--- config.mk ---
export PLATFORM = sky130hd
export DESIGN_NAME = raster_prim_arbiter_flat
export DESIGN_NICKNAME = d
export VERILOG_FILES = /design/src/rtl/raster_prim_arbiter_if.sv /design/src/rtl/raster_prim_arbiter.sv /design/src/flat_wrapper.sv
export SDC_FILE = /design/constraint.sdc
export NUM_CORES = 1
export LEC_CHECK = 0
export ABC_CLOCK_PERIOD_IN_PS = 41100
export BUFFER_PORTS_ARGS = -buffer_cell sky130_fd_sc_hd__buf_2
export CAP_MARGIN = 20
export CORE_AREA = 3 3 664 666
export CTS_CLUSTER_SIZE = 28
export DETAILED_ROUTE_END_ITERATION = 16
export DIE_AREA = 0 0 667 669
export HOLD_SLACK_MARGIN = 0.1
export MAX_ROUTING_LAYER = met4
export PLACE_DENSITY = 0.3
export SLEW_MARGIN = 10
export SYNTH_ARGS = -nofsm -noshare
export SYNTH_HDL_FRONTEND = slang
export SYNTH_SLANG_ARGS = --single-unit
--- constraint.sdc ---
create_clock -name clk -period 41.1 [get_ports clk]
set_input_delay 6.165 -clock clk [delete_from_list [all_inputs] [get_ports clk]]
set_output_delay 6.165 -clock clk [all_outputs]
set_load 0.01 [all_outputs]
--- src/rtl/raster_prim_arbiter_if.sv ---
// Primitive bus between the raster memory units, the arbiter and the core.
// Ports: mem_busy/in_* from the memory units, out_* toward the rasterizer.
interface raster_prim_arbiter_if #(
   parameter int NUM_INPUTS = 4,
   parameter int PID_BITS   = 16,
   parameter int DIM_BITS   = 15,
   parameter int DATA_BITS  = 32,
   parameter int SRC_BITS   = (NUM_INPUTS > 1) ? $clog2(NUM_INPUTS) : 1
);
   logic [NUM_INPUTS-1:0]             mem_busy;
   logic [NUM_INPUTS-1:0]             in_valid;
   logic [NUM_INPUTS*PID_BITS-1:0]    in_pid;
   logic [NUM_INPUTS*DIM_BITS-1:0]    in_xloc;
   logic [NUM_INPUTS*DIM_BITS-1:0]    in_yloc;
   logic [NUM_INPUTS*9*DATA_BITS-1:0] in_edges;
   logic [NUM_INPUTS-1:0]             in_ready;
   logic                              out_valid;
   logic [PID_BITS-1:0]               out_pid;
   logic [DIM_BITS-1:0]               out_xloc;
   logic [DIM_BITS-1:0]               out_yloc;
   logic [9*DATA_BITS-1:0]            out_edges;
   logic [SRC_BITS-1:0]               out_src;
   logic                              out_ready;

   modport slave (
      input  mem_busy, in_valid, in_pid, in_xloc,
      input  in_yloc, in_edges, out_ready,
      output in_ready, out_valid, out_pid, out_xloc,
      output out_yloc, out_edges, out_src
   );

   modport master (
      output mem_busy, in_valid, in_pid, in_xloc,
      output in_yloc, in_edges, out_ready,
      input  in_ready, out_valid, out_pid, out_xloc,
      input  out_yloc, out_edges, out_src
   );
endinterface

--- src/rtl/raster_prim_arbiter.sv ---
// Launches a raster slice group and round-robin merges its primitive streams.
// Ports: clk, reset, start, busy, done, prim_count, mem_start, bus (slave).
module raster_prim_arbiter #(
   parameter int NUM_INPUTS = 4,
   parameter int PID_BITS   = 16,
   parameter int DIM_BITS   = 15,
   parameter int DATA_BITS  = 32,
   parameter int SRC_BITS   = (NUM_INPUTS > 1) ? $clog2(NUM_INPUTS) : 1
) (
   input  logic        clk,
   input  logic        reset,
   input  logic        start,
   output logic        busy,
   output logic        done,
   output logic [31:0] prim_count,
   output logic        mem_start,
   raster_prim_arbiter_if.slave bus
);
   localparam int EW = 9 * DATA_BITS;

   typedef enum logic [1:0] {IDLE, RUN, DRAIN} state_t;

   state_t state_q, state_d;
   logic armed_q;
   logic [SRC_BITS-1:0] rr_q;
   logic out_valid_q;
   logic [PID_BITS-1:0] pid_q;
   logic [DIM_BITS-1:0] xloc_q, yloc_q;
   logic [EW-1:0] edges_q;
   logic [SRC_BITS-1:0] src_q;

   logic [PID_BITS-1:0] pid_a [NUM_INPUTS];
   logic [DIM_BITS-1:0] xloc_a [NUM_INPUTS];
   logic [DIM_BITS-1:0] yloc_a [NUM_INPUTS];
   logic [EW-1:0] edges_a [NUM_INPUTS];

   for (genvar i = 0; i < NUM_INPUTS; i++) begin : g_unpack
      assign pid_a[i]   = bus.in_pid[i*PID_BITS +: PID_BITS];
      assign xloc_a[i]  = bus.in_xloc[i*DIM_BITS +: DIM_BITS];
      assign yloc_a[i]  = bus.in_yloc[i*DIM_BITS +: DIM_BITS];
      assign edges_a[i] = bus.in_edges[i*EW +: EW];
   end

   logic [NUM_INPUTS-1:0] grant;
   logic [SRC_BITS-1:0] win;
   logic [SRC_BITS-1:0] idx;
   logic found;
   logic accept;
   logic in_fire;
   logic out_fire;

   // First valid requester at or after the rr pointer, wrapping.
   always_comb begin
      grant = '0;
      win   = '0;
      idx   = '0;
      found = 1'b0;
      for (int k = 0; k < NUM_INPUTS; k++) begin
         idx = SRC_BITS'((int'(rr_q) + k) % NUM_INPUTS);
         if (!found && bus.in_valid[idx]) begin
            found      = 1'b1;
            grant[idx] = 1'b1;
            win        = idx;
         end
      end
   end

   assign accept   = ~out_valid_q | bus.out_ready;
   assign in_fire  = found & accept;
   assign out_fire = out_valid_q & bus.out_ready;

   assign bus.in_ready  = grant & {NUM_INPUTS{accept}};
   assign bus.out_valid = out_valid_q;
   assign bus.out_pid   = pid_q;
   assign bus.out_xloc  = xloc_q;
   assign bus.out_yloc  = yloc_q;
   assign bus.out_edges = edges_q;
   assign bus.out_src   = src_q;

   assign busy = (state_q != IDLE);

   always_comb begin
      state_d = state_q;
      done    = 1'b0;
      unique case (state_q)
         IDLE: begin
            if (start) state_d = RUN;
         end
         RUN: begin
            // armed hides the cycle before the units raise mem_busy
            if (armed_q && ~|bus.mem_busy && ~|bus.in_valid)
               state_d = DRAIN;
         end
         DRAIN: begin
            if (!out_valid_q || bus.out_ready) begin
               done    = 1'b1;
               state_d = IDLE;
            end
         end
         default: state_d = IDLE;
      endcase
   end

   always_ff @(posedge clk) begin
      if (reset) begin
         state_q     <= IDLE;
         armed_q     <= 1'b0;
         mem_start   <= 1'b0;
         prim_count  <= '0;
         out_valid_q <= 1'b0;
         rr_q        <= '0;
      end else begin
         state_q   <= state_d;
         mem_start <= (state_q == IDLE) && start;
         armed_q   <= (state_q == RUN);
         if ((state_q == IDLE) && start)
            prim_count <= {31'd0, out_fire};
         else if (out_fire && (prim_count != '1))
            prim_count <= prim_count + 32'd1;
         if (in_fire) begin
            out_valid_q <= 1'b1;
            rr_q <= (win == SRC_BITS'(NUM_INPUTS - 1)) ?
                    '0 : win + 1'b1;
         end else if (bus.out_ready) begin
            out_valid_q <= 1'b0;
         end
      end
   end

   always_ff @(posedge clk) begin
      if (in_fire) begin
         pid_q   <= pid_a[win];
         xloc_q  <= xloc_a[win];
         yloc_q  <= yloc_a[win];
         edges_q <= edges_a[win];
         src_q   <= win;
      end
   end
endmodule

--- src/flat_wrapper.sv ---
// flat-port wrapper written by rule: the top's interface ports become plain ports
module raster_prim_arbiter_flat 
#(
   parameter int NUM_INPUTS = 4,
   parameter int PID_BITS   = 16,
   parameter int DIM_BITS   = 15,
   parameter int DATA_BITS  = 32,
   parameter int SRC_BITS   = (NUM_INPUTS > 1) ? $clog2(NUM_INPUTS) : 1
)
  (clk, reset, start, busy, done, prim_count, mem_start, bus_mem_busy, bus_in_valid, bus_in_pid, bus_in_xloc, bus_in_yloc, bus_in_edges, bus_out_ready, bus_in_ready, bus_out_valid, bus_out_pid, bus_out_xloc, bus_out_yloc, bus_out_edges, bus_out_src);
  raster_prim_arbiter_if #(.NUM_INPUTS(NUM_INPUTS), .PID_BITS(PID_BITS), .DIM_BITS(DIM_BITS), .DATA_BITS(DATA_BITS), .SRC_BITS(SRC_BITS)) bus_i ();
  input  logic clk;
  input  logic reset;
  input  logic start;
  output logic busy;
  output logic done;
  output logic [31:0] prim_count;
  output logic mem_start;
  input wire logic [$bits(bus_i.mem_busy)-1:0] bus_mem_busy;
  input wire logic [$bits(bus_i.in_valid)-1:0] bus_in_valid;
  input wire logic [$bits(bus_i.in_pid)-1:0] bus_in_pid;
  input wire logic [$bits(bus_i.in_xloc)-1:0] bus_in_xloc;
  input wire logic [$bits(bus_i.in_yloc)-1:0] bus_in_yloc;
  input wire logic [$bits(bus_i.in_edges)-1:0] bus_in_edges;
  input wire logic [$bits(bus_i.out_ready)-1:0] bus_out_ready;
  output wire logic [$bits(bus_i.in_ready)-1:0] bus_in_ready;
  output wire logic [$bits(bus_i.out_valid)-1:0] bus_out_valid;
  output wire logic [$bits(bus_i.out_pid)-1:0] bus_out_pid;
  output wire logic [$bits(bus_i.out_xloc)-1:0] bus_out_xloc;
  output wire logic [$bits(bus_i.out_yloc)-1:0] bus_out_yloc;
  output wire logic [$bits(bus_i.out_edges)-1:0] bus_out_edges;
  output wire logic [$bits(bus_i.out_src)-1:0] bus_out_src;
  assign bus_i.mem_busy = bus_mem_busy;
  assign bus_i.in_valid = bus_in_valid;
  assign bus_i.in_pid = bus_in_pid;
  assign bus_i.in_xloc = bus_in_xloc;
  assign bus_i.in_yloc = bus_in_yloc;
  assign bus_i.in_edges = bus_in_edges;
  assign bus_i.out_ready = bus_out_ready;
  assign bus_in_ready = bus_i.in_ready;
  assign bus_out_valid = bus_i.out_valid;
  assign bus_out_pid = bus_i.out_pid;
  assign bus_out_xloc = bus_i.out_xloc;
  assign bus_out_yloc = bus_i.out_yloc;
  assign bus_out_edges = bus_i.out_edges;
  assign bus_out_src = bus_i.out_src;
  raster_prim_arbiter #(.NUM_INPUTS(NUM_INPUTS), .PID_BITS(PID_BITS), .DIM_BITS(DIM_BITS), .DATA_BITS(DATA_BITS), .SRC_BITS(SRC_BITS)) u_core (.clk(clk), .reset(reset), .start(start), .busy(busy), .done(done), .prim_count(prim_count), .mem_start(mem_start), .bus(bus_i));
endmodule
==> results of run 1 <==
## worst max-delay path, delay by kind of cell
family,cells,cell delay [ps]
compound gates,2,180
buf+inv,2,380
mux,1,570
simple gates,3,790
## cell families after synthesis
kind of cell	after synthesis	synth area share (%)
xor+xnor	31	1.32
flops	375	53.0
compound gates	32	1.14
mux	341	37.2
fa+ha+maj	8	0.488
buf+inv	96	3.27
simple gates	147	3.53
## area by class of cell
class	count	area [sq um]
antenna	286	716
clock buffer	79	1570
clock inverter	33	352
fill	50400	396000
inverter	8	37.5
multi-input combinational	559	9000
sequential	375	10900
tap	5734	7170
timing repair buffer	1748	8840
## worst max path at each step
stage | cells after the start | slack, ps | end | from
4_1_cts | 8 | 26770 | bus_in_ready[2] | bus_in_valid[2]
2_1_floorplan | 6 | 18030 | u_core.rr_q[0]$_SDFFE_PP0P_ | bus_in_valid[1]
5_1_grt | 8 | 26680 | bus_in_ready[2] | bus_in_valid[2]
3_3_place_gp | 8 | 26760 | bus_in_ready[2] | bus_in_valid[2]
6_report | 8 | 26840 | bus_in_ready[2] | bus_in_valid[2]
3_5_place_dp | 8 | 26790 | bus_in_ready[2] | bus_in_valid[2]
## placed cells by master (no fill, tap or decap), types with 4 or more instances in the layout
| master | count |
|---|---|
| xor2_1 | 29 |
| clkinv_1 | 15 |
| nand3_1 | 15 |
| diode_2 | 286 |
| nor4_1 | 4 |
| edfxtp_1 | 336 |
| clkbuf_1 | 19 |
| ha_1 | 8 |
| buf_4 | 23 |
| a21oi_1 | 4 |
| nor3_1 | 5 |
| o21ai_0 | 4 |
| nor2_1 | 56 |
| a221oi_1 | 5 |
| inv_1 | 6 |
| and3_1 | 8 |
| a22oi_1 | 5 |
| nand4_1 | 21 |
| nor2b_1 | 4 |
| buf_2 | 1723 |
| nand2b_1 | 4 |
| dfxtp_1 | 39 |
| clkbuf_16 | 60 |
| nand2_1 | 16 |
| and2_1 | 5 |
| bufinv_16 | 6 |
| mux4_2 | 337 |
## through the flow
| stage | total power, uW | worst slack [ps] | cell area, sq um | hold WS, ps |
|---|---|---|---|---|
| global placement | 2590 | 26760 | 35900 | 512 |
| CTS | 3160 | 26770 | 37800 | 534 |
| detailed placement | 2590 | 26790 | 35900 | 512 |
| finish | 3030 | 26840 | 38600 | 532 |
| global route | 3220 | 26680 | 38500 | 556 |
| floorplan | 1580 | 18030 | 20500 | 478 |
## where the power goes
part | internal [uW] | leakage, uW | total [uW] | switching [uW]
combinational | 613 | 0.00954 | 1730 | 1120
sequential | 676 | 0.00372 | 763 | 86.3
clock | 305 | 0.000926 | 541 | 236
## metal layers
layer / part of all wire [%] / routed length [um] / GRT usage (%)
met5: 0 / 0 / -
met4: 2.3 / 8220 / 2.50
met3: 18 / 63200 / 11.7
met2: 49 / 171000 / 26.2
met1: 31 / 108000 / 14.0
## state kept, by name (all words and copies together) (netlist names)
register	flops
u_core.state_q	2
u_core.bus.out_yloc	15
u_core.prim_count	32
u_core.bus.out_src	2
u_core.mem_start	1
u_core.rr_q	2
u_core.bus.out_edges	288
u_core.armed_q	1
u_core.bus.out_xloc	15
u_core.bus.out_pid	16
u_core.bus.out_valid	1
==> summary.txt, run 1 <==
Global route
  – Number of global-route vias before repair: 21600
  – Overall Global Routing Usage: 15.5%
  – Initial antenna violation count: 408
  – First-pass GRT wire length: 395000 um
  – Overflow after GRT: 0
  – Largest net degree at the start of global routing: 114

Hold path
  – Hold_sp: u_core.state_q[0]$_SDFFE_PP0P_
  – Hold worst-path end: u_core.armed_q$_SDFF_PP0_
  – Hold Crit Class: reg -> reg
  – Hold Crit Depth: 2

Yosys
  – Post-synthesis cell type count: 43
  – Mapped Area: 20500 sq um
  – Syn Inst Count: 1030
  – Most frequent cell after synthesis: mux4_2
  – Yosys warning total: 0
  – Synth area leaders: edfxtp_1, mux4_2, dfxtp_1
  – Post-synth ARST share: 0%
  – Register area share after synthesis: 53.0%
  – Syn avg cell area: 19.9 sq um
  – EDFF count, synth: 336
  – Post-synth top cells: mux4_2, edfxtp_1, nor2_1
  – Ys flop type: edfxtp_1
  – Synthesized Nets: 2386
  – Yosys reg bits: 375
  – Synth area leader: edfxtp_1
  – Yosys top cell area share: 49.2%

Layout
  – Net count, final: 4108
  – Layout Utilization: 8.87%
  – Post-Layout Cell Count: 8822
  – Share of cells above drive strength 1: 77.5%
  – Synth-to-layout area growth: 88.1%

Route
  – Total number of vias: 21900
  – Wire length per cell: 39.7 um
  – Drt drc: 0
  – Iter 0 DRT Violations: 1692
  – DRT antenna net count: 0
  – Drt pass-1 iters: 5
  – WL final: 350000 um
  – Via density: 2.49

Timing
  – Max-slew headroom: 28.3%
  – RSZ-0062 raised after global routing: no
  – Count of final setup violators: 0
  – Final Hold Viols: 0
  – Max-slew violations: 0
  – Slew @ Worst Pin: 1070 ps
  – Clock skew: 50.2 ps
  – Final min period: 14260 ps
  – Setup_tns: 0 ps
  – Max Freq: 70.1 MHz
  – Crit share post-route: 34.7%

Clock network
  – Clock Latency Late Sink: 780 ps
  – # Post-CTS Setup Buffers: 0
  – Clk sinks: 375
  – CTS tree: yes
  – Hold buffer count at cts: 0
  – CTS Buf Count: 60
  – Max H-tree Level: 2
  – Clock transition at path regs: 50 ps
  – Clock Path Buffers: 3
  – Post_cts resized: 0
  – CTS Root Cell: clkbuf_16

Worst setup path
  – Critical path endpoint category: primary output
  – Critical path, cell by cell: buf_2, mux4_2, nor2b_1, a22oi_1, nor2_1, a221oi_1, nor2_1, buf_2
  – CP Max Fanout: 13
  – R2r setup slk: 34870 ps
  – Crit path DAT: 8090 ps
  – Worst r2r dst: u_core.bus.out_edges[257]$_DFFE_PP_
  – CP max stage cell: mux4_2
  – Startpoint Class: input port
  – WS Path Type: in -> out
  – R2r startpoint: u_core.rr_q[0]$_SDFFE_PP0P_
  – Critical path's largest stage delay: 570 ps
  – Worst EP required: 34940 ps
  – Worst Reg-to-Reg Cells: 11

Placed design
  – Post-Place Cells: 8424
  – DP Wirelength: 327000 um
  – IO buf count: 1723
  – RePlAce Congestion: 0.935

Pwr
  – Pwr Density: 78.7 nW/um^2
  – P_leak: 0.0142 uW
  – Worst vdd ir: 0.0540 mV

Floorplan
  – Boundary pin count: 1724
  – Starting Density: 4.72%
  – Core Area: 435000 sq um
  – Die height: 669 um
  – # rows: 242
  – Chip width: 667 um
  – Total die area: 446000 sq um

Run
  – Max-Cap Viols: 0

Status
  – Outcome: completed
Note: power is estimated with default switching activity, not from simulation.
==> run 2, diff against run 1 <==
ABC_CLOCK_PERIOD_IN_PS = 11500   (was 41100)
CORE_AREA = 3 3 676 678   (was 3 3 664 666)
DIE_AREA = 0 0 679 681   (was 0 0 667 669)
clock period = 11.5 ns   (was 41.1 ns; I/O delays follow)
==> run 2 against run 1 <==
Compared with the run above: clock power grew to 3.6 times the previous value; worst hold slack lost 10 ps; first-iteration DRC count shrank 11%; cell area grew 0.18%; register-to-register slack lost 29000 ps; utilization shrank 0.32 points; clock skew is essentially flat; largest cell class unchanged; highest routed layer unchanged.
==> summary.txt, run 2 (synthesized netlist as in run 1, its figures left out) <==
Worst setup path
  – Crit path DAT: 4780 ps
  – Critical path, cell by cell: inv_1, ha_1, mux4_2, nor2b_1, a22oi_1, nor2_1, a221oi_1, nor2_1, buf_2
  – Worst r2r dst: u_core.bus.out_edges[190]$_DFFE_PP_
  – Worst Reg-to-Reg Cells: 10
  – Worst EP required: 9780 ps
  – R2r startpoint: u_core.rr_q[0]$_SDFFE_PP0P_
  – CP Max Fanout: 16
  – R2r setup slk: 5750 ps
  – Critical path endpoint category: primary output
  – CP max stage cell: dfxtp_1
  – WS Path Type: reg -> out
  – Most frequent CP cell: nor2_1
  – Critical path's largest stage delay: 730 ps
  – Startpoint Class: register

Layout
  – Layout Utilization: 8.55%
  – Area of the multi-input gates: 9000 sq um
  – Register area: 10900 sq um
  – Most common cell after layout, fill and taps aside: buf_2
  – Share of cells above drive strength 1: 77.8%
  – Post-route cell area: 38600 sq um
  – Synth-to-layout area growth: 88.4%
  – Max reg flops: 288
  – Commonest cells after routing, fill and taps aside: buf_2, mux4_2, edfxtp_1
  – Number of fill cells: 52500
  – Net count, final: 4107

Route
  – Drt drc: 0
  – Total number of vias: 21500
  – WL final: 345000 um
  – Iter 0 DRT Violations: 1501
  – DRT antenna net count: 0
  – Wire length per cell: 38.6 um
  – Drt pass-1 iters: 5
  – Via density: 2.40

Clock network
  – CTS Buf Count: 61
  – CTS Root Cell: clkbuf_16
  – # Post-CTS Setup Buffers: 0
  – Max H-tree Level: 2
  – Clock Path Buffers: 3
  – Hold buffer count at cts: 0
  – Clock Latency Late Sink: 780 ps
  – Clock transition at path regs: 60 ps
  – Clk sinks: 375
  – CTS tree: yes
  – Post_cts resized: 0

Global route
  – Overall Global Routing Usage: 14.8%
  – Initial antenna violation count: 380
  – Global-route met2 utilization: 24.5%
  – Met1 usage: 13.6%
  – Overflow after GRT: 0
  – Met3 global-route usage: 11.8%
  – Top Usage Layer GRT: met2
  – Largest net degree at the start of global routing: 117
  – First-pass GRT wire length: 393000 um
  – Number of global-route vias before repair: 21800

Run
  – Max-Cap Viols: 0

Floorplan
  – Starting Density: 4.54%
  – Boundary pin count: 1724
  – Core Area: 452000 sq um
  – Die height: 681 um
  – Total die area: 462000 sq um
  – # rows: 247
  – Chip width: 679 um

Timing
  – Count of final setup violators: 0
  – Final Hold Viols: 0
  – RSZ-0062 raised after global routing: no
  – Final min period: 6510 ps
  – Clock skew: 50.6 ps
  – Slew @ Worst Pin: 1110 ps
  – Hold WS: 521 ps
  – Setup_tns: 0 ps
  – Max-slew headroom: 26.2%
  – Max Freq: 154 MHz
  – Crit share post-route: 56.6%
  – Max-slew violations: 0

Placed design
  – RePlAce Congestion: 0.958
  – IO buf count: 1723
  – DP Area: 36200 sq um
  – DP Wirelength: 320000 um

Pwr
  – Worst vdd ir: 0.225 mV
  – Pwr Density: 288 nW/um^2
  – P_leak: 0.0142 uW

Hold path
  – Hold worst-path end: u_core.armed_q$_SDFF_PP0_
  – Hold Crit Class: reg -> reg
  – Hold_sp: u_core.state_q[0]$_SDFFE_PP0P_
  – Hold Crit Depth: 2

Status
  – Outcome: completed
run 2: area by class of cell:
cell class	count	share of cell area (%)
Sequential cell	375	28.1
Multi-Input combinational cell	559	23.3
Timing Repair Buffer	1746	22.9
Tap cell	5976	19.4
Clock buffer	73	4.12
Antenna cell	176	1.14
Clock inverter	41	0.981
Inverter	8	0.0972
run 2: critical path: cells and delay by family (launching register included):
family                   cells  cell delay (ps)
AO/OA/AOI/OAI                2              190
adder cells (fa/ha/maj)      1              650
buffers and inverters        2              590
flip-flops                   1              730
multiplexers                 1              680
AND/OR/NAND/NOR              3             1180
run 2: worst max-delay path by stage:
stage,cells past startpoint,end,from,slack [ps]
2_1_floorplan,6,u_core.rr_q[0]$_SDFFE_PP0P_,bus_in_valid[1],3370
3_3_place_gp,8,bus_in_ready[1],bus_in_valid[2],5480
3_5_place_dp,9,u_core.bus.out_edges[66]$_DFFE_PP_,bus_in_valid[2],5470
4_1_cts,9,bus_in_ready[1],u_core.rr_q[0]$_SDFFE_PP0P_,4730
5_1_grt,9,bus_in_ready[1],u_core.rr_q[0]$_SDFFE_PP0P_,4600
6_report,9,bus_in_ready[2],u_core.rr_q[0]$_SDFFE_PP0P_,4990
run 2: report_power, final:
part	switching, uW	internal (uW)
registers	364	2420
clock network	876	1100
logic	4170	2200
run 2: metrics by stage:
| stage | power (uW) | worst slack [ps] | instances |
|---|---|---|---|
| 4_1_cts | 11700 | 4730 | 8777 |
| 2_1_floorplan | 5610 | 3370 | 1030 |
| 5_1_grt | 11900 | 4600 | 8932 |
| 3_3_place_gp | 9520 | 5480 | 8663 |
| 3_5_place_dp | 9550 | 5470 | 8663 |
| 6_report | 11100 | 4990 | 8954 |
run 2: metal layers:
layer / vias to the layer above / share of wire (%)
met5: - / 0
li1: 8252 / -
met1: 10700 / 31
met2: 1898 / 48
met3: 605 / 19
met4: 0 / 2.2
==> run 3, diff against run 2 <==
ABC_CLOCK_PERIOD_IN_PS = 5450   (was 11500)
clock period = 5.45 ns   (was 11.5 ns; I/O delays follow)
==> run 3 against run 2 <==
Compared with the run above: clock power is 130% higher; utilization is 0.18 points higher; combinational power is 110% higher; via count is 2.5% higher; sequential share of layout area is 0.59 points lower; critical path depth stayed put; worst hold slack worse by 120 ps; critical endpoint is now bus_in_ready[1]; cell count is 1.3% higher; sequential power is 110% higher; largest power group unchanged; cell area is 2.1% higher; critical path type unchanged; flip-flop and latch count stayed put; routed wire length is 1.2% higher.
==> summary.txt, run 3 (synthesized netlist as in run 1, its figures left out) <==
Timing
  – Final Hold Viols: 0
  – Slew @ Worst Pin: 1070 ps
  – Final min period: 4860 ps
  – Hold WS: 402 ps
  – RSZ-0062 raised after global routing: no
  – Max Freq: 206 MHz
  – Final setup margin: 594 ps
  – Clock skew: 47.2 ps
  – Max-slew violations: 0
  – Setup_tns: 0 ps
  – Count of final setup violators: 0
  – Max-slew headroom: 28.7%
  – Crit share post-route: 89.1%

Pwr
  – NetSw: 11100 uW
  – Logic pwr share: 56.5%
  – P_leak: 0.0145 uW
  – Pwr Density: 604 nW/um^2
  – Reg power frac: 24.7%
  – Pint: 12700 uW
  – Worst vdd ir: 0.250 mV
  – Sw Ratio: 46.7%
  – Clock share of power: 18.8%

Floorplan
  – Total die area: 462000 sq um
  – Boundary pin count: 1724
  – Chip width: 679 um
  – Starting Density: 4.54%
  – Core Area: 452000 sq um
  – # rows: 247
  – Die height: 681 um

Placed design
  – Post-placement setup slack: 849 ps
  – RePlAce Congestion: 0.950
  – Post-Place Cells: 8683
  – IO buf count: 1723
  – DP Wirelength: 325000 um

Clock network
  – CTS Buf Count: 70
  – Clk sinks: 375
  – Clock Latency Late Sink: 770 ps
  – Clock Path Buffers: 4
  – Hold buffer count at cts: 0
  – Post_cts resized: 0
  – CTS tree: yes
  – CTS Root Cell: clkbuf_16
  – Max H-tree Level: 3
  – # Post-CTS Setup Buffers: 0
  – Clock transition at path regs: 60 ps

Global route
  – Overflow after GRT: 0
  – Number of global-route vias before repair: 21500
  – Initial antenna violation count: 424
  – Largest net degree at the start of global routing: 118
  – First-pass GRT wire length: 397000 um
  – Overall Global Routing Usage: 15.0%

Worst setup path
  – CP Max Fanout: 16
  – Startpoint Class: register
  – Crit path DAT: 4040 ps
  – Critical path endpoint category: primary output
  – R2r setup slk: 930 ps
  – WS Path Type: reg -> out
  – Worst EP required: 4630 ps

Layout
  – Post-Layout Cell Count: 9074
  – Share of cells above drive strength 1: 77.9%
  – Max reg flops: 288
  – Most common cell after layout, fill and taps aside: buf_2
  – Layout Utilization: 8.73%
  – Net count, final: 4135
  – Commonest cells after routing, fill and taps aside: buf_2, mux4_2, edfxtp_1
  – Synth-to-layout area growth: 92.4%

Route
  – Total number of vias: 22000
  – Drt drc: 0
  – Iter 0 DRT Violations: 1658
  – DRT antenna net count: 0
  – Via density: 2.42
  – WL final: 350000 um
  – Drt pass-1 iters: 5
  – Wire length per cell: 38.5 um

Hold path
  – Hold Crit Class: in -> reg

Run
  – Max-Cap Viols: 0

Status
  – Outcome: completed
run 3: cell count changes in the layout (fill, tap and decap cells not counted), sizes merged:
cell      previous run  this run
buf               1746      1765
bufinv               5         4
clkbuf              73        92
clkinv              25        19
clkinvlp             7         3
diode              176       270
inv                 12        11
run 3: worst max-delay path: stages (launching register included):
cell      delay [ps]
dfxtp_1          740
inv_1            280
ha_1             610
mux4_2           640
nor2b_1          400
a22oi_1          120
nor2_1           110
a221oi_1          50
nor2_1           130
buf_2            170
run 3: through the flow:
step / area (sq um) / power, uW
6_report: 39500 / 23800
3_5_place_dp: 36600 / 20000
3_3_place_gp: 36600 / 20000
4_1_cts: 38800 / 24800
5_1_grt: 39400 / 25400
2_1_floorplan: 20600 / 11900
run 3: final cells by class:
cell class	instances	area (sq um)
Antenna cell	270	676
Clock buffer	92	1850
Clock inverter	29	289
Fill cell	52400	412000
Inverter	8	37.5
Multi-Input combinational cell	559	9010
Sequential cell	375	10900
Tap cell	5976	7480
Timing Repair Buffer	1765	9240
run 3: power groups by stage:
stage / logic (uW) / clock network (uW) / registers (uW)
final: 13500 / 4490 / 5890
after global routing: 14600 / 4800 / 6010
after CTS: 14100 / 4760 / 5940
after detailed placement: 14100 / 0 / 5950
after global placement: 13900 / 0 / 6020
after floorplan: 5620 / 0 / 6230
run 3: path summary, 6_finish.rpt:
check | to | from | cells after the start
max | bus_in_ready[1] | u_core.rr_q[0]$_SDFFE_PP0P_ | 9
max reg2reg | u_core.bus.out_edges[152]$_DFFE_PP_ | u_core.rr_q[0]$_SDFFE_PP0P_ | 9
min | u_core.bus.out_edges[274]$_DFFE_PP_ | bus_in_edges[1138] | 2
min reg2reg | u_core.armed_q$_SDFF_PP0_ | u_core.state_q[0]$_SDFFE_PP0P_ | 2
run 3: per-layer routing:
metal / vias to the layer above / global-route usage (%) / wire length [um]
met1: 10800 / 14.4 / 115000
met5: - / - / 0
met4: 0 / 2.28 / 9210
met3: 655 / 11.6 / 63500
li1: 8413 / - / -
met2: 2084 / 24.2 / 162000
